$ cat config.mk
export PLATFORM = sky130hd
export DESIGN_NAME = mem_bus_arbiter
export DESIGN_NICKNAME = d
export VERILOG_FILES = /design/src/rtl/mem_bus_arbiter.sv
export SDC_FILE = /design/constraint.sdc
export NUM_CORES = 1
export LEC_CHECK = 0
export ABC_AREA = 1
export BUFFER_PORTS_ARGS = -buffer_cell sky130_fd_sc_hd__buf_2
export CORE_AREA = 2 2 179 181
export DETAILED_ROUTE_END_ITERATION = 7
export DIE_AREA = 0 0 181 183
export REMOVE_ABC_BUFFERS = 1
export SLEW_MARGIN = 5
export SYNTH_ARGS = -nofsm -noshare
export SYNTH_HDL_FRONTEND = slang
export SYNTH_SLANG_ARGS = --single-unit
$ cat constraint.sdc
create_clock -name clk -period 8.7 [get_ports clk]
set_input_delay 0.435 -clock clk [delete_from_list [all_inputs] [get_ports clk]]
set_output_delay 0.435 -clock clk [all_outputs]
set_load 0.02 [all_outputs]
$ cat src/rtl/mem_bus_arbiter.sv
// mem_bus_arbiter: shares one DRAM port between the fetch stage (f_*) and the
// vector memory controller (v_*). Round-robin arbitration, a single outstanding
// DRAM transaction, response routing back to the originator, and a sticky
// timeout flag for a DRAM that never answers.
//
// Handshake semantics: a request transfers on a rising edge where valid and
// ready are both high. Requesters hold valid and payload stable until they see
// ready; the arbiter holds m_req_* stable until m_req_ready. Responses are
// single-cycle pulses with no back-pressure.
module mem_bus_arbiter #(
    parameter int ADDR_W         = 21,
    parameter int DATA_W         = 64,
    parameter int TIMEOUT_CYCLES = 256
) (
    input  logic              clk,
    input  logic              reset,
    input  logic              f_req_valid,
    input  logic              f_req_write,
    input  logic [ADDR_W-1:0] f_req_addr,
    input  logic [DATA_W-1:0] f_req_wdata,
    output logic              f_req_ready,
    output logic              f_rsp_valid,
    output logic [DATA_W-1:0] f_rsp_rdata,
    input  logic              v_req_valid,
    input  logic              v_req_write,
    input  logic [ADDR_W-1:0] v_req_addr,
    input  logic [DATA_W-1:0] v_req_wdata,
    output logic              v_req_ready,
    output logic              v_rsp_valid,
    output logic [DATA_W-1:0] v_rsp_rdata,
    output logic              m_req_valid,
    output logic              m_req_write,
    output logic [ADDR_W-1:0] m_req_addr,
    output logic [DATA_W-1:0] m_req_wdata,
    input  logic              m_req_ready,
    input  logic              m_rsp_valid,
    input  logic [DATA_W-1:0] m_rsp_rdata,
    output logic              timeout_error,
    output logic [1:0]        state_dbg
);

    typedef enum logic [1:0] {
        IDLE  = 2'd0,
        ISSUE = 2'd1,
        WAIT  = 2'd2
    } state_t;

    localparam int CNT_W = $clog2(TIMEOUT_CYCLES + 1);
    // The last WAIT cycle is the one in which the counter would reach the limit.
    localparam logic [CNT_W-1:0] CNT_LAST  = CNT_W'(TIMEOUT_CYCLES - 1);
    localparam logic [CNT_W-1:0] CNT_LIMIT = CNT_W'(TIMEOUT_CYCLES);

    state_t              state;
    state_t              next_state;
    logic                owner_f;
    logic                owner_v;
    logic                last_grant_v;
    logic                req_write_q;
    logic [ADDR_W-1:0]   req_addr_q;
    logic [DATA_W-1:0]   req_wdata_q;
    logic [CNT_W-1:0]    wait_cnt;
    logic                grant_f;
    logic                grant_v;
    logic                rsp_done;
    logic                timed_out;

    // Grant decision: a lone requester wins; on a tie the one not served last wins.
    // Gated by reset so every output reads 0 while reset is held.
    always_comb begin
        grant_f = 1'b0;
        grant_v = 1'b0;
        if (state == IDLE && !reset) begin
            grant_f = f_req_valid && (!v_req_valid || last_grant_v);
            grant_v = v_req_valid && (!f_req_valid || !last_grant_v);
        end
    end

    assign rsp_done  = (state == WAIT) && m_rsp_valid;
    // A response on the limit cycle takes priority over the timeout.
    assign timed_out = (state == WAIT) && !m_rsp_valid && (wait_cnt >= CNT_LAST);

    assign f_req_ready = grant_f;
    assign v_req_ready = grant_v;
    assign m_req_valid = (state == ISSUE);
    assign m_req_write = req_write_q;
    assign m_req_addr  = req_addr_q;
    assign m_req_wdata = req_wdata_q;
    assign state_dbg   = state;

    // State register.
    always_ff @(posedge clk or posedge reset) begin
        if (reset) begin
            state <= IDLE;
        end else begin
            state <= next_state;
        end
    end

    // Next-state logic: accept, issue until the DRAM takes it, then wait for an answer.
    always_comb begin
        next_state = state;
        case (state)
            IDLE:    if (grant_f || grant_v) next_state = ISSUE;
            ISSUE:   if (m_req_ready) next_state = WAIT;
            WAIT:    if (rsp_done || timed_out) next_state = IDLE;
            default: next_state = IDLE;
        endcase
    end

    // Datapath: latch the granted request, count WAIT cycles, and register the response pulse.
    always_ff @(posedge clk or posedge reset) begin
        if (reset) begin
            owner_f       <= 1'b0;
            owner_v       <= 1'b0;
            last_grant_v  <= 1'b1;
            req_write_q   <= 1'b0;
            req_addr_q    <= '0;
            req_wdata_q   <= '0;
            wait_cnt      <= '0;
            f_rsp_valid   <= 1'b0;
            v_rsp_valid   <= 1'b0;
            f_rsp_rdata   <= '0;
            v_rsp_rdata   <= '0;
            timeout_error <= 1'b0;
        end else begin
            f_rsp_valid <= 1'b0;
            v_rsp_valid <= 1'b0;
            case (state)
                IDLE: begin
                    if (grant_f || grant_v) begin
                        owner_f     <= grant_f;
                        owner_v     <= grant_v;
                        req_write_q <= grant_v ? v_req_write : f_req_write;
                        req_addr_q  <= grant_v ? v_req_addr  : f_req_addr;
                        req_wdata_q <= grant_v ? v_req_wdata : f_req_wdata;
                    end
                end
                ISSUE: begin
                    if (m_req_ready) wait_cnt <= '0;
                end
                WAIT: begin
                    if (rsp_done || timed_out) begin
                        f_rsp_valid  <= owner_f;
                        v_rsp_valid  <= owner_v;
                        if (owner_f) f_rsp_rdata <= rsp_done ? m_rsp_rdata : '0;
                        if (owner_v) v_rsp_rdata <= rsp_done ? m_rsp_rdata : '0;
                        last_grant_v <= owner_v;
                        owner_f      <= 1'b0;
                        owner_v      <= 1'b0;
                        if (timed_out) timeout_error <= 1'b1;
                    end else if (wait_cnt != CNT_LIMIT) begin
                        wait_cnt <= wait_cnt + CNT_W'(1);
                    end
                end
                default: ;
            endcase
        end
    end

endmodule

# Yosys cells after proc, flatten, opt, wreduce, memory -nomap -nowiden
# Cells that the tools add are included.
dict set report op_classes {
  addsub 1
  n_lt_le_gt_ge 1
  n_eq_ne 8
  n_mux 23
  reduce_logical 26
}
# operator n
set ops {}
lappend ops {{$mux W64} 2}
lappend ops {{$mux W9} 3}
lappend ops {{$mux W21} 1}
lappend ops {{$pmux W9 S2} 1}
lappend ops {{$reduce_and A3 Y1} 5}
lappend ops {{$mux W1} 10}
lappend ops {{$add A9 B1 Y9 const B} 1}
lappend ops {{$ge A9 B8 Y1 const B} 1}
lappend ops {{$ne A9 B9 Y1 const B} 1}
lappend ops {{$ne A2 B1 Y1 const B} 4}
lappend ops {{$logic_and A1 B1 Y1} 6}
lappend ops {{$mux W2} 3}
lappend ops {{$pmux W2 S3} 1}
lappend ops {{$logic_not A1 Y1} 5}
lappend ops {{$logic_or A1 B1 Y1} 4}
lappend ops {{$pmux W1 S2} 2}
lappend ops {{$reduce_and A2 Y1} 2}
lappend ops {{$reduce_and A4 Y1} 1}
lappend ops {{$reduce_bool A2 Y1} 2}
lappend ops {{$eq A2 B1 Y1 const B} 1}
lappend ops {{$eq A2 B2 Y1 const B} 1}
lappend ops {{$logic_not A2 Y1} 1}
lappend ops {{$ne A2 B2 Y1 const B} 1}
dict set report totals {
  regBits 231
  in_bits 242
  wordCells 72
}

# Depth between registers and ports, before layout
dict set report depth {
  depth_word 7
  ltp_mapped 14
  depth_no_buf 12
}

# Worst setup path before layout
# No wires, ideal clock.
dict set report synth_timing {
  kind {reg2reg}
  start {register wait_cnt[0]}
  end {register f_rsp_rdata[10]}
  setup_ns 0.117
  arrival_time_ns 1.881
  setup_slack_ns 6.702
  path_stages_with_launch 15
  path_buffers 2
  synth_period_minus_slack_ns 1.998
  cell_sequence {dfrtp_1 ha_1 nand4_1 or2_2 nor2_1 ha_1 nor2_1 nand2_1 nand2_2 nand2_2 nand2_1 buf_6 buf_6 nand2_1 nand2_1}
}
dict set report synth_between {
  elab_chain_len 4
}
# element line_no
set synth_lines {}
lappend synth_lines {{start, declared} 61} ;# logic [CNT_W-1:0] wait_cnt;
lappend synth_lines {{start signal, assigned} 152} ;# wait_cnt <= wait_cnt + CNT_W'(1);
lappend synth_lines {{$ge A9 B8 Y1} 80} ;# assign timed_out = (state == WAIT) && !m_rsp_valid && (wait_cnt >= CNT_LAST);
lappend synth_lines {{$logic_and A1 B1 Y1} 80}
lappend synth_lines {{$logic_or A1 B1 Y1} 142} ;# if (rsp_done || timed_out) begin
lappend synth_lines {{$reduce_and A3 Y1 (no source line)} n/a}
lappend synth_lines {{end signal, assigned} 145} ;# if (owner_f) f_rsp_rdata <= rsp_done ? m_rsp_rdata : '0;
lappend synth_lines {{end, declared} 23} ;# output logic [DATA_W-1:0] f_rsp_rdata,
# Every way passes these cells.
# A chain may end at the register's enable or synchronous reset.

# Final worst setup path
dict set report layout_timing {
  start {register last_grant_v}
  end {register req_wdata_q[47], in the netlist m_req_wdata[47]}
}
dict set report layout_between {
  elab_chain_len 6
  elab_cells_between_ends 10
}
# element line_no
set layout_lines {}
lappend layout_lines {{start, declared} 57} ;# logic last_grant_v;
lappend layout_lines {{start signal, assigned} 147} ;# last_grant_v <= owner_v;
lappend layout_lines {{$logic_not A1 Y1} 74} ;# grant_v = v_req_valid && (!f_req_valid || !last_grant_v);
lappend layout_lines {{$logic_or A1 B1 Y1} 74}
lappend layout_lines {{$logic_and A1 B1 Y1} 74}
lappend layout_lines {{$mux W1} 72} ;# if (state == IDLE && !reset) begin
lappend layout_lines {{$logic_or A1 B1 Y1} 130} ;# if (grant_f || grant_v) begin
lappend layout_lines {{$reduce_and A2 Y1 (no source line)} n/a}
lappend layout_lines {{end signal, assigned} 135} ;# req_wdata_q <= grant_v ? v_req_wdata : f_req_wdata;
lappend layout_lines {{end, declared} 60} ;# logic [DATA_W-1:0] req_wdata_q;
# Parallel ways exist; a longest one is shown, timed or not.

==> impl_metrics.env <==
export IMPL_wire_per_inst_um=15.81
export IMPL_setup_violations=0
export IMPL_cts_root_buf="clkbuf_16"
export IMPL_hp_class="primary input to async pin"
export IMPL_grt_usage_pct=19.22
export IMPL_cp_cell_sequence="a21oi_1 > nand2_4 > inv_2 > nor2_4 > buf_4 > buf_4 > o21ai_0"
export IMPL_setup_slack_ns=5.549
export IMPL_grt_max_degree=119
export IMPL_initial_core_util_pct=32.39
export IMPL_synth_edf_count=0
export IMPL_worstMarginPinSlew_ns=1.039
export IMPL_dp_cells=2014
export IMPL_reg2reg_to="m_req_wdata[47]"
export IMPL_cts_resized=0
export IMPL_slowest_stage="buf_4"
export IMPL_max_freq_mhz=317.4
export IMPL_cp_start_kind="flop"
export IMPL_peakVddDrop_v=0.0001451
export IMPL_cp_depth=7
export IMPL_dieWidth_um=181
export IMPL_slowest_delay_ns=0.85
export IMPL_ys_top_cells_by_count="nand2_1, dfrtp_1, o21ai_0, nand3_1, inv_1"
export IMPL_power_density_nw_per_um2=364.1
export IMPL_cts_sinks=231
export IMPL_synth_most_common_cell="nand2_1"
export IMPL_yosys_area_share_simple_pct=24.79
export IMPL_yosysTopAreaCell="dfrtp_1"
export IMPL_core_area_um2=31230
export IMPL_rsz0062_at_grt="false"
export IMPL_numCtsBuffers=27
export IMPL_startpoint="last_grant_v"
export IMPL_crit_required_ns=9.05
export IMPL_place_hpwl_mm=23.05
export IMPL_cp_endpoint="m_req_wdata[47]"
export IMPL_p_leak_uw=0.007951
export IMPL_drt_vias_per_instance=4.661
export IMPL_setup_worst_path_end_class="flop"
export IMPL_ys_ff_latch=231
export IMPL_dr_pass1_iters=4
export IMPL_synth_cell_area_um2=10120
export IMPL_cts_hold_buf=0
export IMPL_cp_arrival_ns=3.50
export IMPL_ys_seq_area_share_pct=57.16
export IMPL_synth_distinct_cells=27
export IMPL_drtIter0Drc=562
export IMPL_period_needed_ns=3.151
export IMPL_synth_compound_area_share_pct=9.264
export IMPL_crit_top_cell="buf_4"
export IMPL_stdcell_count=2067
export IMPL_rr_startpoint="last_grant_v"
export IMPL_antenna_found_initial=5
export IMPL_synth_fa_ha_area_share_pct=0.3711
export IMPL_placement_io_buffers=463
export IMPL_synth_ff_type="dfrtp_1"
export IMPL_fin_nets=1886
export IMPL_cellInternalPower_uw=2836
export IMPL_drive_gt1_share_pct=32.09
export IMPL_power_switching_share_pct=42.27
export IMPL_fin_setup_tns_ns=0
export IMPL_yosysWarningCount=0
export IMPL_ff2ff_path_depth=7
export IMPL_syn_to_final_growth_pct=33.38
export IMPL_report_final_slew_viol_count=0
export IMPL_synth_xor_area_share_pct=0.1732
export IMPL_drtAntennaViolNets=0
export IMPL_synth_area_top_cells="dfrtp_1, nand2_1, o21ai_0"
export IMPL_status="completed"
export IMPL_gr_total_overflow=0
export IMPL_fp_dieH_um=183
export IMPL_post_route_period_util_pct=36.21
export IMPL_switching_power_uw=2077
export IMPL_num_io_pins=464
export IMPL_rrSetupSlack_ns=5.55
export IMPL_clock_path_buffers=3
export IMPL_seqPwrFrac_pct=36.5
export IMPL_clkTransAtPathRegs_ns=0.06
export IMPL_maxSlewHeadroom_pct=30.73
export IMPL_pwr_share_clk_pct=23.1
export IMPL_post_cts_buffers=0
export IMPL_pre_cts_ws_ns=5.517
export IMPL_place_congestion=0.8450
export IMPL_rows=65
export IMPL_totalWireLength_mm=32.69
export IMPL_avgSynthCellArea_um2=8.299
export IMPL_grt_pass1_vias=9279
export IMPL_path_buf_inv=3
export IMPL_syn_inst=1219
export IMPL_synth_top_area_share_pct=56.90
export IMPL_clk_latency_ns=0.52
export IMPL_num_vias=9635
export IMPL_power_frac_comb_pct=40.4
export IMPL_maxCapViolCount=0
export IMPL_drc=0
export IMPL_grt_pass1_wl_mm=51.34
export IMPL_worstSetupPathType="flop to flop"
export IMPL_synth_top_family_by_area="simple AND/OR/NAND/NOR gates"
export IMPL_htreeDepth=1
export IMPL_die_area_um2=33120
export IMPL_finalClockSkew_ns=0.009450
export IMPL_fin_util_pct=43.21
export IMPL_cts_tree="built"
export IMPL_hold_worst_slack_ns=0.08400
export IMPL_synth_async_reset_ratio_pct=100.0
export IMPL_path_max_fanout=118
export IMPL_synth_mux_area_share_pct=0
export IMPL_crit_family="buffers and inverters"
export IMPL_hold_viol_final=0
-- stage by stage --
| stage | total power, uW | area (um^2) |
|---|---|---|
| final | 4913 | 13490 |
| after global placement | 3770 | 12600 |
| after floorplan | 3021 | 9676 |
| after CTS | 4967 | 13480 |
| after detailed placement | 3810 | 12600 |
| after global routing | 5246 | 13490 |
-- per-layer routing --
metal  wire, um  global-route usage (%)
met2      15570                   32.09
met1      13640                   25.08
met4        537                   4.163
met3       2926                   5.282
met5         16                       0
-- registers in the layout, indices dropped and copies added, names as in the netlist, 2 cells and up --
| name | cells |
|---|---|
| state_dbg | 2 |
| v_rsp_rdata | 64 |
| m_req_addr | 21 |
| wait_cnt | 9 |
| f_rsp_rdata | 64 |
| m_req_wdata | 64 |
-- cells in the final DEF, fill, tap and decap left out, types with 2 or more instances in the layout --
master and instances:
buf_2 463, nor2_1 10, clkinv_2 6, nor2_4 2
clkbuf_1 10, o21ai_1 42, bufinv_16 3, dfrtp_2 2
diode_2 4, a21oi_1 3, buf_4 10, clkbuf_16 27
o21ai_0 138, nand3_1 136, inv_2 3, or2_2 2
ha_1 3, clkbuf_8 4, dfrtp_1 228, nand2_1 452
nand2_2 6, inv_1 100
-- cells by family after synthesis --
family | after synthesis
flip-flops | 231
AO/OA/AOI/OAI | 186
adder cells (fa/ha/maj) | 3
buffers and inverters | 185
XOR/XNOR | 2
AND/OR/NAND/NOR | 612
-- layout make-up --
| cell class | count | area (um^2) |
|---|---|---|
| multi-input combinational | 803 | 3517 |
| fill | 3221 | 17740 |
| inverter | 105 | 402.9 |
| sequential | 231 | 5784 |
| timing repair buffer | 473 | 2392 |
| tap | 402 | 503.0 |
| antenna | 4 | 10.01 |
| clock buffer | 41 | 768.2 |
| clock inverter | 8 | 115.1 |
-- power groups by stage --
stage                     clock (uW)  combinational, uW  sequential (uW)
after floorplan                    0                632             2390
after global placement             0               1980             1790
after detailed placement           0               2010             1800
after CTS                       1160               2010             1790
after global routing            1210               2180             1850
final                           1130               1990             1790
-- worst register-to-register path, cell delays in order (launching register included) --
cell and delay [ns]:
dfstp_2 0.54, a21oi_1 0.10, nand2_4 0.49, inv_2 0.12
nor2_4 0.12, buf_4 0.42, buf_4 0.86, o21ai_0 0.33
-- how the worst min path moves through the flow --
stage                      end  slack, ns  cells after the start
3_3_place_gp    v_rsp_rdata[4]       0.45                      2
3_5_place_dp     timeout_error       0.45                      1
4_1_cts           state_dbg[0]       0.08                      2
2_1_floorplan      wait_cnt[6]       0.47                      2
5_1_grt           state_dbg[0]       0.09                      2
6_report       v_rsp_rdata[10]       0.08                      2
Power figures use the tool's default switching activity.
